$ cat config.mk
export PLATFORM = sky130hd
export DESIGN_NAME = poly_song_reader
export DESIGN_NICKNAME = d
export VERILOG_FILES = /design/src/rtl/poly_song_reader.sv
export SDC_FILE = /design/constraint.sdc
export NUM_CORES = 1
export LEC_CHECK = 0
export ABC_AREA = 1
export CAP_MARGIN = 25
export CORE_MARGIN = 1.5
export CORE_UTILIZATION = 44
export DETAILED_ROUTE_END_ITERATION = 10
export GPL_ROUTABILITY_DRIVEN = 0
export PLACE_DENSITY = 0.76
export SETUP_SLACK_MARGIN = 0.3
export SKIP_LAST_GASP = 1
export SLEW_MARGIN = 30
export SYNTH_ARGS = -nofsm -noshare
export SYNTH_HDL_FRONTEND = slang
export SYNTH_SLANG_ARGS = --single-unit
$ cat constraint.sdc
create_clock -name clk -period 1.41 [get_ports clk]
set_input_delay 0.3525 -clock clk [delete_from_list [all_inputs] [get_ports clk]]
set_output_delay 0.3525 -clock clk [all_outputs]
set_load 0.01 [all_outputs]
$ cat src/rtl/poly_song_reader.sv
// Song sequencer: walks a song ROM and emits per-voice note events, with
// pause, fast-forward, rewind and mid-song song switching.
module poly_song_reader #(
  parameter int unsigned SONG_BITS = 2,
  parameter int unsigned ADDR_BITS = 5,
  parameter int unsigned VOICES    = 3
) (
  input  logic                           clk,
  input  logic                           reset,
  input  logic                           play,
  input  logic [SONG_BITS-1:0]           song,
  input  logic                           ff_switch0,
  input  logic                           r_switch1,
  input  logic                           note_done,
  output logic [SONG_BITS+ADDR_BITS-1:0] rom_addr,
  input  logic [15:0]                    rom_data,
  output logic [VOICES-1:0]              new_note,
  output logic [5:0]                     note,
  output logic [5:0]                     duration,
  output logic [2:0]                     parameters,
  output logic                           activate,
  output logic                           song_done
);

  localparam int unsigned VW = (VOICES > 1) ? $clog2(VOICES) : 1;
  localparam int unsigned AW = SONG_BITS + ADDR_BITS;
  localparam logic [ADDR_BITS-1:0] LAST_IDX   = '1;
  localparam logic [VW-1:0]        LAST_VOICE = VW'(VOICES - 1);

  typedef enum logic [2:0] {
    S_IDLE, S_FETCH, S_ROMWAIT, S_ISSUE, S_WAIT_DONE, S_DONE
  } state_e;

  state_e                 state_q, state_d;
  logic [SONG_BITS-1:0]   song_q, song_d;
  logic [ADDR_BITS-1:0]   idx_q, idx_d;
  logic [VW-1:0]          voice_q, voice_d;
  logic                   pending_q, pending_d;
  logic                   armed_q, armed_d;
  logic [AW-1:0]          rom_addr_q, rom_addr_d;
  logic [VOICES-1:0]      new_note_q, new_note_d;
  logic [5:0]             note_q, note_d;
  logic [5:0]             dur_q, dur_d;
  logic [2:0]             par_q, par_d;
  logic                   activate_q, activate_d;
  logic                   song_done_q, song_done_d;
  logic                   to_fetch;
  logic                   at_bound;

  logic       e_adv;
  logic [5:0] e_note;
  logic [5:0] e_dur;
  logic [2:0] e_par;
  logic [5:0] e_half;

  assign e_adv  = rom_data[15];
  assign e_note = rom_data[14:9];
  assign e_dur  = rom_data[8:3];
  assign e_par  = rom_data[2:0];
  assign e_half = {1'b0, e_dur[5:1]};

  // Next-state and registered-output logic
  always_comb begin
    state_d     = state_q;
    song_d      = song_q;
    idx_d       = idx_q;
    voice_d     = voice_q;
    pending_d   = pending_q;
    armed_d     = armed_q;
    new_note_d  = '0;
    note_d      = note_q;
    dur_d       = dur_q;
    par_d       = par_q;
    to_fetch    = 1'b0;
    at_bound    = 1'b0;

    if (!play) armed_d = 1'b1;

    case (state_q)
      S_IDLE: begin
        if (play && armed_q) begin
          state_d   = S_FETCH;
          song_d    = song;
          idx_d     = r_switch1 ? LAST_IDX : '0;
          voice_d   = '0;
          pending_d = 1'b0;
          armed_d   = 1'b0;
        end
      end
      S_FETCH: begin
        if (play) state_d = S_ROMWAIT;
      end
      S_ROMWAIT: state_d = S_ISSUE;
      S_ISSUE: begin
        if (e_note == 6'd0 && e_dur == 6'd0) begin
          state_d = S_DONE;
        end else begin
          new_note_d = VOICES'(1) << voice_q;
          note_d     = e_note;
          par_d      = e_par;
          if (ff_switch0 && !r_switch1) dur_d = (e_half == 6'd0) ? 6'd1 : e_half;
          else                          dur_d = e_dur;
          voice_d = (e_adv || voice_q == LAST_VOICE) ? '0 : voice_q + VW'(1);
          at_bound = r_switch1 ? (idx_q == '0) : (idx_q == LAST_IDX);
          // Stepping off either end of the table finishes the song; no wrap.
          if (at_bound) begin
            state_d = S_DONE;
          end else begin
            idx_d = r_switch1 ? idx_q - ADDR_BITS'(1) : idx_q + ADDR_BITS'(1);
            if (e_adv) state_d = S_WAIT_DONE;
            else       to_fetch = 1'b1;
          end
        end
      end
      S_WAIT_DONE: begin
        if (play) begin
          if (note_done || pending_q) begin
            to_fetch  = 1'b1;
            pending_d = 1'b0;
          end
        end else if (note_done) begin
          pending_d = 1'b1;
        end
      end
      S_DONE:  state_d = S_IDLE;
      default: state_d = S_IDLE;
    endcase

    // A new song selection takes effect on the next hop back to FETCH.
    if (to_fetch) begin
      state_d = S_FETCH;
      if (song != song_q) begin
        song_d  = song;
        idx_d   = r_switch1 ? LAST_IDX : '0;
        voice_d = '0;
      end
    end

    rom_addr_d  = {song_d, idx_d};
    activate_d  = (state_d != S_IDLE);
    song_done_d = (state_d == S_DONE);
  end

  always_ff @(posedge clk or posedge reset) begin
    if (reset) begin
      state_q     <= S_IDLE;
      song_q      <= '0;
      idx_q       <= '0;
      voice_q     <= '0;
      pending_q   <= 1'b0;
      armed_q     <= 1'b1;
      rom_addr_q  <= '0;
      new_note_q  <= '0;
      note_q      <= '0;
      dur_q       <= '0;
      par_q       <= '0;
      activate_q  <= 1'b0;
      song_done_q <= 1'b0;
    end else begin
      state_q     <= state_d;
      song_q      <= song_d;
      idx_q       <= idx_d;
      voice_q     <= voice_d;
      pending_q   <= pending_d;
      armed_q     <= armed_d;
      rom_addr_q  <= rom_addr_d;
      new_note_q  <= new_note_d;
      note_q      <= note_d;
      dur_q       <= dur_d;
      par_q       <= par_d;
      activate_q  <= activate_d;
      song_done_q <= song_done_d;
    end
  end

  assign rom_addr   = rom_addr_q;
  assign new_note   = new_note_q;
  assign note       = note_q;
  assign duration   = dur_q;
  assign parameters = par_q;
  assign activate   = activate_q;
  assign song_done  = song_done_q;

endmodule
# == Yosys cells after proc, flatten, opt, wreduce, memory -nomap -nowiden ==
# Index checks and enable logic that the tools add are counted.
# W data, S select, Z words.
# word_totals
output_inout_bits,27
in_bits,24
wordCells,88
ff_bits,41
# classes
bitwise,1
eq_ne,11
muxes,44
add_sub_neg,3
shifts,1
n_reduce_logical,15
# op_table
operator,n
$mux W5,8
$mux W3,8
$logic_not A6 Y1,3
$mux W2,9
$pmux W3 S5,1
$mux W1,13
$pmux W5 S2,1
$eq A3 B2 Y1 const B,2
$eq A3 B3 Y1 const B,2
$mux W6,1
$ne A3 B3 Y1 const B,2
$add A5 B1 Y5 const B,1
$eq A5 B5 Y1 const B,1
$logic_not A5 Y1,1
$sub A5 B1 Y5 const B,1
$pmux W1 S2,2
$pmux W2 S2,1
$reduce_and A4 Y1,1
$eq A3 B1 Y1 const B,1
$logic_and A1 B1 Y1,3
$logic_not A3 Y1,1
$reduce_bool A3 Y1,1
$shl A1 B2 Y3 const A,1
$add A2 B1 Y2 const B,1
8 further kinds,9

# == Logic depth before layout (Yosys ltp) ==
# Gate-level depths: netlist of run 1.
# logic_depth
word_depth,7
depth_mapped,11
mapped_depth_nobuf,11

# == Worst setup path after synthesis of run 1 ==
# Ideal clock, no wire load.
# synth_path
kind,register to register
from,register rom_addr[0] (netlist name)
to,register rom_addr_q[4] (netlist: rom_addr[4])
t_arrival_ns,1.511
t_required_ns,1.292
path_stages_with_launch,11
setup_time_ns,0.118
slack_ns,-0.219
cell_sequence,dfrtp_1 inv_1 fa_1 o21ai_0 nor2_1 nor2_1 nand2_1 nand2_1 nand2_1 nand2_1 nand2_1
# synth_lines
element,line,text
to (signal assigned),166,rom_addr_q <= rom_addr_d;
to (decl),40,"logic [AW-1:0] rom_addr_q, rom_addr_d;"

==> impl_metrics.toml, run 1 <==
[sta]
slew_headroom = 0.815
tightestPinTransition_ns = 0.274
min_period_over_period = 1.20
min_period_ns = 1.70
setup_viol = 21
fin_skew_ns = 0.0135
report.final.hold_viol_count = 0
max_freq_mhz = 590
drv_slew = 0
tns_ns = -2.50
fin_ws_ns = -0.286
grt_setup_unrepaired = "true"

[floorplanning]
ios = 51
start_util = 0.471
die_area_sq_um = 4810
rows = 23
die_x_um = 69.4
core_sq_um = 4120
die_h_um = 69.4

[setup_path]
path_delay_family = "simple AND/OR/NAND/NOR gates"
crit_path_max_fanout = 4
cp-start-kind = "register"
criticalPathCategory = "register to register"
endpoint_kind = "register"
cp_slowest_cell = "dfrtp_2"
worstPathCellList = "buf_6 -> ha_4 -> nand2_2 -> o21ai_2 -> nor2_1 -> nor2_1 -> nand2_1 -> nand2_1 -> nand2_1 -> nand2_1 -> nand2_1"
slowest_delay_ns = 0.44
path_common_cell = "nand2_1"
cp_data_arrival_time_ns = 1.88
worst_ep_required_time_ns = 1.60
critPathBufInv = 1

[layout]
final_cell_mix = "58 x buf_4, 56 x nand2_1, 30 x nand2_2"
diodes = 0
layout_commonest_cell = "buf_4"
n_fill_cell = 189
area_delta_synth_final_pct = 84.6
drive_above_1_share = 0.571
finalNetCount = 431

[synthesis]
avgSynthCellArea_sq_um = 7.34
synth-edff-count = 0
ys_ff_latch = 34
netlist_area_sq_um = 1940
ys_seq_area_frac = 0.440
async_flop_share = 1.00
syn_inst = 264
ys_warn_count = 0
synthFlopType = "dfrtp_1"
syn-num-nets = 295
ys_types = 30

[clock_tree]
clockRootBuffer = "clkbuf_8"
ctsHtreeMaxLevel = 2
holdBufCountCts = 0
clkTransAtPathRegs_ns = 0.08
cts_buffer_depth = 2
worst_skew_pair.late_latency_ns = 0.31
numCtsBuffers = 5
cts_sinks = 34
cts_tree = "yes"

[run_status]
outcome = "complete, but fails checks"
violations = "setup timing"

[detailed_routing]
final_antenna_net_count = 0
wl_per_cell_um = 17.2
initialDrtViolationCount = 206
drc_errors = 0
first_pass_iters = 5
vias_per_cell = 5.37
wl_um = 7750
routed-via-count = 2421

[power]
power_density_nw_per_um2 = 2090
vdd_ir_drop_max_mv = 1.24
p_leak_nw = 1.89
finalPower_mw = 7.49

[grt]
grt_max_degree = 35
grt_overflow_total = 0
grt_pass1_wl_um = 9840
grt_pass1_vias = 2168
antenna_found_initial = 0
track_usage = 0.258

[min_path]
hp-class = "input port to register"

[placed_design]
io_buffers = 50
hpwl_um = 3740

[run]
cap_violations = 0
logic make-up (layout without fill, tap and decap cells):
| kind of cell | count (synthesis) | count (layout) | synth area share |
|---|---|---|---|
| AND/OR/NAND/NOR | 155 | 155 | 0.347 |
| adder cells (fa/ha/maj) | 7 | 7 | 0.0491 |
| XOR/XNOR | 2 | 2 | 0.00904 |
| AO/OA/AOI/OAI | 26 | 26 | 0.0749 |
| flip-flops | 34 | 34 | 0.440 |
| buffers and inverters | 40 | 177 | 0.0807 |
flip-flops by register name, indices dropped and copies added (netlist names), 2 cells and up:
signal and flops:
duration 6, note 6, voice_q 2, new_note 3, rom_addr 7, state_q 3
parameters 3
Yosys cell counts (2+ instances only):
cell type / n / area share
nor2_1: 33 / 0.064
inv_2: 2 / 0.0039
ha_1: 6 / 0.039
a21oi_1: 3 / 0.0077
inv_1: 35 / 0.068
dfrtp_1: 33 / 0.43
o21ai_0: 15 / 0.039
nand2_4: 2 / 0.012
nor2_2: 2 / 0.0065
buf_2: 2 / 0.0052
nand3_1: 17 / 0.044
nand2_1: 89 / 0.17
a31oi_1: 4 / 0.013
nand2_2: 5 / 0.016
per-stage QoR:
stage	std cells	hold slack, ns	util	instance area, sq um	setup slack (ns)
6_report	451	0.295	0.869	3580	-0.286
5_1_grt	451	0.291	0.869	3580	-0.333
4_1_cts	432	0.379	0.790	3250	-0.145
3_5_place_dp	400	0.472	0.703	2890	-0.624
3_3_place_gp	400	0.463	0.703	2890	-0.601
2_1_floorplan	264	0.421	-	2050	0.00231
layout make-up:
type | instances | area (sq um) | share of cell area
sequential | 34 | 858 | 0.240
tap | 50 | 62.6 | 0.0175
multi-input combinational | 190 | 1300 | 0.364
timing repair buffer | 132 | 1120 | 0.312
inverter | 37 | 146 | 0.0409
clock inverter | 1 | 5.00 | 0.00140
clock buffer | 7 | 86.3 | 0.0241
timing repair:
action                                  CTS  global route
pin swaps                                17            34
buffers inserted                         23            18
endpoints found under the setup margin   59            60
cloned                                    1             1
resized for setup                       187            85
report_power, final:
part | internal [mW] | switching, mW | total [mW] | leakage, nW
sequential | 1.42 | 0.354 | 1.78 | 0.414
combinational | 2.42 | 2.51 | 4.93 | 1.43
clock | 0.394 | 0.391 | 0.786 | 0.0482
total | 4.24 | 3.25 | 7.49 | 1.89
routing by layer:
layer,track usage,up-vias,wire [um],part of all wire
met4,0.115,0,374,0.048
met3,0.0610,38,509,0.066
met1,0.299,1160,2850,0.37
met5,0,-,0,0
li1,-,1093,-,-
met2,0.451,130,4020,0.52
worst reg2reg max path, stage by stage (launching register included):
cell     delay (ns)
dfrtp_2        0.44
buf_6          0.13
ha_4           0.27
nand2_2        0.06
o21ai_2        0.18
nor2_1         0.06
nor2_1         0.12
nand2_1        0.08
nand2_1        0.06
nand2_1        0.05
nand2_1        0.09
nand2_1        0.05
path summary, 6_finish.rpt:
| check | from | slack, ns | cells after the start | endpoint |
|---|---|---|---|---|
| worst min register to register | note[0]$_DFFE_PP0P_ | 0.53 | 2 | note[0]$_DFFE_PP0P_ |
| worst max-delay path | rom_addr[3]$_DFF_PP0_ | -0.29 | 11 | rom_addr[4]$_DFF_PP0_ |
| worst min-delay path | rom_data[14] | 0.29 | 3 | note[5]$_DFFE_PP0P_ |
| min in group asynchronous | reset | 0.40 | 3 | duration[1]$_DFFE_PP0P_ |
| max in group asynchronous | reset | 0.76 | 3 | armed_q$_DFF_PP1_ |
| worst max register to register | rom_addr[3]$_DFF_PP0_ | -0.29 | 11 | rom_addr[4]$_DFF_PP0_ |
(Power assumes the default switching activity.)
==> run 2, diff against run 1 <==
--- a/config.mk
+++ b/config.mk
@@ -12,7 +12,6 @@
 export DETAILED_ROUTE_END_ITERATION = 10
 export GPL_ROUTABILITY_DRIVEN = 0
 export PLACE_DENSITY = 0.76
-export SETUP_SLACK_MARGIN = 0.3
 export SKIP_LAST_GASP = 1
 export SLEW_MARGIN = 30
 export SYNTH_ARGS = -nofsm -noshare
==> run 2 against run 1 <==
Against the previous run:
- global-route usage shrank 0.75 points
- count of clock-buffer cells in the layout shrank 1
- power shrank 13%
- via count shrank 6.2%
- setup slack gained 0.045 ns
- the run still ends with setup timing left
- largest cell class unchanged
- clock power shrank 2%
- highest routed layer unchanged
- register-to-register slack gained 0.04 ns
- largest power group unchanged
- critical path depth is the same
- core utilization shrank 5.1 points
- fmax grew 2.7%
==> impl_metrics.toml, run 2 (synthesis gave the netlist of run 1 again) <==
[sta]
max_freq_mhz = 606
grt_setup_unrepaired = "true"
report.final.hold_viol_count = 0
min_period_ns = 1.65
tns_ns = -1.41
timing.hold.ws_ns = 0.213
drv_slew = 0
tightestPinTransition_ns = 0.428
setup_viol = 17
fin_ws_ns = -0.241
slew_headroom = 0.711
fin_skew_ns = 0.00756
min_period_over_period = 1.17

[clock_tree]
cts_buffer_depth = 2
clkTransAtPathRegs_ns = 0.07
numCtsBuffers = 5
worst_skew_pair.late_latency_ns = 0.29
ctsHtreeMaxLevel = 2
holdBufCountCts = 0
cts_tree = "yes"
cts_sinks = 34
clockRootBuffer = "clkbuf_8"

[detailed_routing]
vias_per_cell = 5.25
drc_errors = 0
first_pass_iters = 5
final_antenna_net_count = 0
routed-via-count = 2272
wl_um = 6760
initialDrtViolationCount = 220
wl_per_cell_um = 15.6

[setup_path]
path_common_cell = "nand2_1"
crit_path_max_fanout = 4
timing.rr.end = "rom_addr[3]$_DFF_PP0_"
reg2reg_slack_ns = -0.24
crit_start = "rom_addr[2]$_DFF_PP0_"
endpoint_kind = "register"
reg2reg_depth = 11
cp-start-kind = "register"
worst_ep_required_time_ns = 1.59
criticalPathCategory = "register to register"
slowest_delay_ns = 0.42
cp_slowest_cell = "dfrtp_1"
path_delay_family = "simple AND/OR/NAND/NOR gates"
r2r_start = "rom_addr[2]$_DFF_PP0_"
worstPathCellList = "buf_6 -> ha_4 -> nand3_1 -> nand2_1 -> nand2_1 -> nand2_1 -> nand2_1 -> nand3_1 -> nand2_1 -> nand2_1 -> nand2_1"
cp_data_arrival_time_ns = 1.83
critPathBufInv = 1

[floorplanning]
die_area_sq_um = 4810
rows = 23
core_sq_um = 4120
die_x_um = 69.4
start_util = 0.471
die_h_um = 69.4
ios = 51

[power]
p_leak_nw = 1.79
finalPower_mw = 6.50
vdd_ir_drop_max_mv = 1.23
power_density_nw_per_um2 = 1930

[placed_design]
post_dp_cell_area_sq_um = 2810
io_buffers = 50
hpwl_um = 3890

[layout]
final_cell_mix = "78 x nand2_1, 50 x buf_4, 34 x dlygate4sd2_1"
fin_area_sq_um = 3370
diodes = 0
area_delta_synth_final_pct = 73.8
drive_above_1_share = 0.386
largest_register_ffs = 7
n_fill_cell = 240
layout_commonest_cell = "nand2_1"
finalNetCount = 413
final_core_util = 0.818

[grt]
grt_overflow_total = 0
antenna_found_initial = 0
grt_pass1_wl_um = 9790
grt_max_degree = 21
track_usage = 0.251
grt_pass1_vias = 2102

[run]
cap_violations = 0

[min_path]
hp-class = "input port to asynchronous set/reset pin"

[run_status]
outcome = "complete, but fails checks"
violations = "setup timing"
## run 2: changes by cell type in the layout (fill, tap and decap cells not counted), sizes merged
cell / before / now
clkinvlp: 0 / 1
dlygate4sd2: 2 / 34
buf: 110 / 66
clkdlybuf4s50: 9 / 10
clkbuf: 14 / 6
## run 2: how the worst max path moves through the flow
stage,endpoint,slack [ns],depth (start not counted)
4_1_cts,rom_addr[3]$_DFF_PP0_,-0.16,11
2_1_floorplan,rom_addr[4]$_DFF_PP0_,-0.05,10
3_3_place_gp,voice_q[0]$_DFF_PP0_,-0.57,10
5_1_grt,rom_addr[3]$_DFF_PP0_,-0.33,11
3_5_place_dp,rom_addr[3]$_DFF_PP0_,-0.63,11
6_report,rom_addr[3]$_DFF_PP0_,-0.24,11
## run 2: timing repair
action | 4_1_cts | 5_1_grt
gates resized for setup | 87 | 53
pin swaps | 22 | 27
cloned | 2 | 0
endpoints found under the hold margin | 0 | 0
setup buffers | 18 | 8
endpoints found under the setup margin | 58 | 33
## run 2: area by class of cell
class / count / area (sq um) / share of cell area
Sequential cell: 34 / 857 / 0.254
Clock buffer: 6 / 82.6 / 0.0245
Clock inverter: 2 / 12.5 / 0.00371
Inverter: 37 / 141 / 0.0420
Tap cell: 50 / 62.6 / 0.0186
Timing Repair Buffer: 114 / 1030 / 0.305
Multi-Input combinational cell: 190 / 1180 / 0.352
## run 2: report_power, final
group / switching (mW) / total (mW) / internal, mW / leakage (nW)
combinational: 2.10 / 3.98 / 1.88 / 1.33
clock: 0.376 / 0.769 / 0.393 / 0.0472
sequential: 0.338 / 1.76 / 1.42 / 0.415
total: 2.81 / 6.50 / 3.69 / 1.79
## run 2: metal layers
layer	share of wire	global-route usage	wire length, um	vias to the layer above
met1	0.40	0.314	2700	1091
li1	-	-	-	1058
met2	0.52	0.440	3480	104
met3	0.055	0.0320	373	19
met5	0	0	0	-
met4	0.030	0.0915	201	0
## run 2: through the flow
| step | cells | worst slack, ns |
|---|---|---|
| global placement | 401 | -0.571 |
| detailed placement | 401 | -0.631 |
| CTS | 427 | -0.164 |
| global route | 433 | -0.334 |
| finish | 433 | -0.241 |
| floorplan | 264 | -0.0476 |
==> run 3, diff against run 2 <==
--- a/config.mk
+++ b/config.mk
@@ -11,7 +11,7 @@
 export CORE_UTILIZATION = 44
 export DETAILED_ROUTE_END_ITERATION = 10
 export GPL_ROUTABILITY_DRIVEN = 0
-export PLACE_DENSITY = 0.76
+export PLACE_DENSITY = 0.86
 export SKIP_LAST_GASP = 1
 export SLEW_MARGIN = 30
 export SYNTH_ARGS = -nofsm -noshare
==> run 3 against run 2 <==
Against the previous run:
- setup slack lost 0.16 ns
- largest cell class unchanged
- the flow still finishes with violations (setup timing)
- first-iteration DRC count up 43%
- non-clock buffer count shrank 4
- power grew 5.1%
- highest routed layer unchanged
==> impl_metrics.toml, run 3 (synthesis gave the netlist of run 1 again) <==
[run_status]
outcome = "complete, but fails checks"
violations = "setup timing"

[sta]
fin_skew_ns = 0.0131
drv_slew = 0
fin_ws_ns = -0.402
min_period_ns = 1.81
report.final.hold_viol_count = 0
tightestPinTransition_ns = 0.304
min_period_over_period = 1.28
setup_viol = 23
grt_setup_unrepaired = "true"
slew_headroom = 0.796
max_freq_mhz = 552

[power]
p_leak_nw = 1.76
power_density_nw_per_um2 = 2040
vdd_ir_drop_max_mv = 1.02

[layout]
final_cell_mix = "77 x nand2_1, 43 x buf_4, 29 x inv_1"
layout.cells.non_filler = 429
n_fill_cell = 207
area_delta_synth_final_pct = 72.8
diodes = 0
largest_register_ffs = 7
drive_above_1_share = 0.396
finalNetCount = 409
fin_area_sq_um = 3350
layout_commonest_cell = "nand2_1"

[floorplanning]
die_h_um = 69.4
ios = 51
core_sq_um = 4120
rows = 23
die_area_sq_um = 4810
start_util = 0.471
die_x_um = 69.4

[setup_path]
cp_slowest_cell = "fa_2"
slowest_delay_ns = 0.42
path_delay_family = "simple AND/OR/NAND/NOR gates"
cp_data_arrival_time_ns = 1.99
critPathBufInv = 1
r2r_start = "rom_addr[0]$_DFF_PP0_"
crit_start = "rom_addr[0]$_DFF_PP0_"
cp-start-kind = "register"
worst_ep_required_time_ns = 1.59
criticalPathCategory = "register to register"
path_common_cell = "nand2_1"
worstPathCellList = "inv_1 -> fa_2 -> o21ai_2 -> nor2_1 -> nor2_1 -> nand2_1 -> nand2_1 -> nand2_1 -> nand2_1 -> nand2_1"
endpoint_kind = "register"
crit_path_max_fanout = 2

[detailed_routing]
initialDrtViolationCount = 314
drc_errors = 0
wl_um = 8010
wl_per_cell_um = 18.7
routed-via-count = 2405
final_antenna_net_count = 0
vias_per_cell = 5.61
first_pass_iters = 5

[placed_design]
post_dp_cell_area_sq_um = 2780
dp.cells = 395
hpwl_um = 3870
io_buffers = 50

[grt]
grt_pass1_wl_um = 11400
grt_pass1_vias = 2477
antenna_found_initial = 0
grt_overflow_total = 0
grt_max_degree = 35
track_usage = 0.300

[min_path]
hp-class = "input port to register"
hold_start = "rom_data[12]"

[clock_tree]
clockRootBuffer = "clkbuf_8"
worst_skew_pair.late_latency_ns = 0.30
clkTransAtPathRegs_ns = 0.08
cts_tree = "yes"
cts_buffer_depth = 2
ctsHtreeMaxLevel = 2
cts_sinks = 34
numCtsBuffers = 5
holdBufCountCts = 0

[run]
cap_violations = 0
==> run 3: changes by cell type in the layout (fill, tap and decap cells not counted), sizes merged <==
cell / delta
clkdlybuf4s15: +1
clkinv: +1
clkinvlp: -1
buf: -4
clkbuf: +7
dlygate4sd2: -9
bufbuf: +1
==> run 3: worst paths after layout <==
kind / slack (ns) / end / cells past startpoint
max: -0.40 / rom_addr[4]$_DFF_PP0_ / 10
min: 0.32 / note[3]$_DFFE_PP0P_ / 3
max reg2reg: -0.40 / rom_addr[4]$_DFF_PP0_ / 10
min reg2reg: 0.48 / parameters[2]$_DFFE_PP0P_ / 2
max in group asynchronous: 0.76 / armed_q$_DFF_PP1_ / 3
min in group asynchronous: 0.41 / duration[3]$_DFFE_PP0P_ / 3
==> run 3: what timing repair did <==
item | 4_1_cts | 5_1_grt
cloned | 1 | 0
setup buffers | 17 | 9
setup endpoints to repair | 58 | 31
resized for setup | 111 | 49
pin swaps | 27 | 22
==> run 3: power by group <==
| group | switching [mW] | total (mW) | internal [mW] |
|---|---|---|---|
| Combinational | 2.34 | 4.35 | 2.00 |
| Clock | 0.369 | 0.711 | 0.342 |
| Sequential | 0.358 | 1.78 | 1.42 |
| Total | 3.07 | 6.84 | 3.77 |
==> run 3: worst register-to-register path: stages, from the launching register on <==
cell and delay (ns):
dfrtp_2 0.41, inv_1 0.11, fa_2 0.42, o21ai_2 0.19, nor2_1 0.07, nor2_1 0.14, nand2_1 0.07, nand2_1 0.07
nand2_1 0.06, nand2_1 0.08, nand2_1 0.07
==> run 3: cell type report <==
type                    count  area [sq um]  share of cell area
inverters                  37           149              0.0445
repair buffers            110           996               0.297
well taps                  50          62.6              0.0187
multi-input cells         190          1200               0.358
flip-flops and latches     34           858               0.256
clock inverters             2          10.0             0.00299
clock buffers               6          72.6              0.0217
==> run 3: stage by stage <==
stage / util / setup WS, ns / setup TNS [ns] / total power [mW] / hold WS [ns]
2_1_floorplan: - / -0.0476 / -0.0476 / 3.36 / 0.421
3_3_place_gp: 0.676 / -0.588 / -13.62 / 4.73 / 0.462
3_5_place_dp: 0.676 / -0.629 / -14.52 / 4.88 / 0.471
4_1_cts: 0.769 / -0.165 / -1.15 / 5.97 / 0.411
5_1_grt: 0.814 / -0.435 / -5.26 / 7.17 / 0.336
6_report: 0.814 / -0.402 / -3.66 / 6.84 / 0.317
==> run 3: metal layers <==
metal  track usage  routed length, um
met1         0.324               3010
met2         0.530               4000
met3        0.0509                536
met4         0.209                469
met5             0                  0
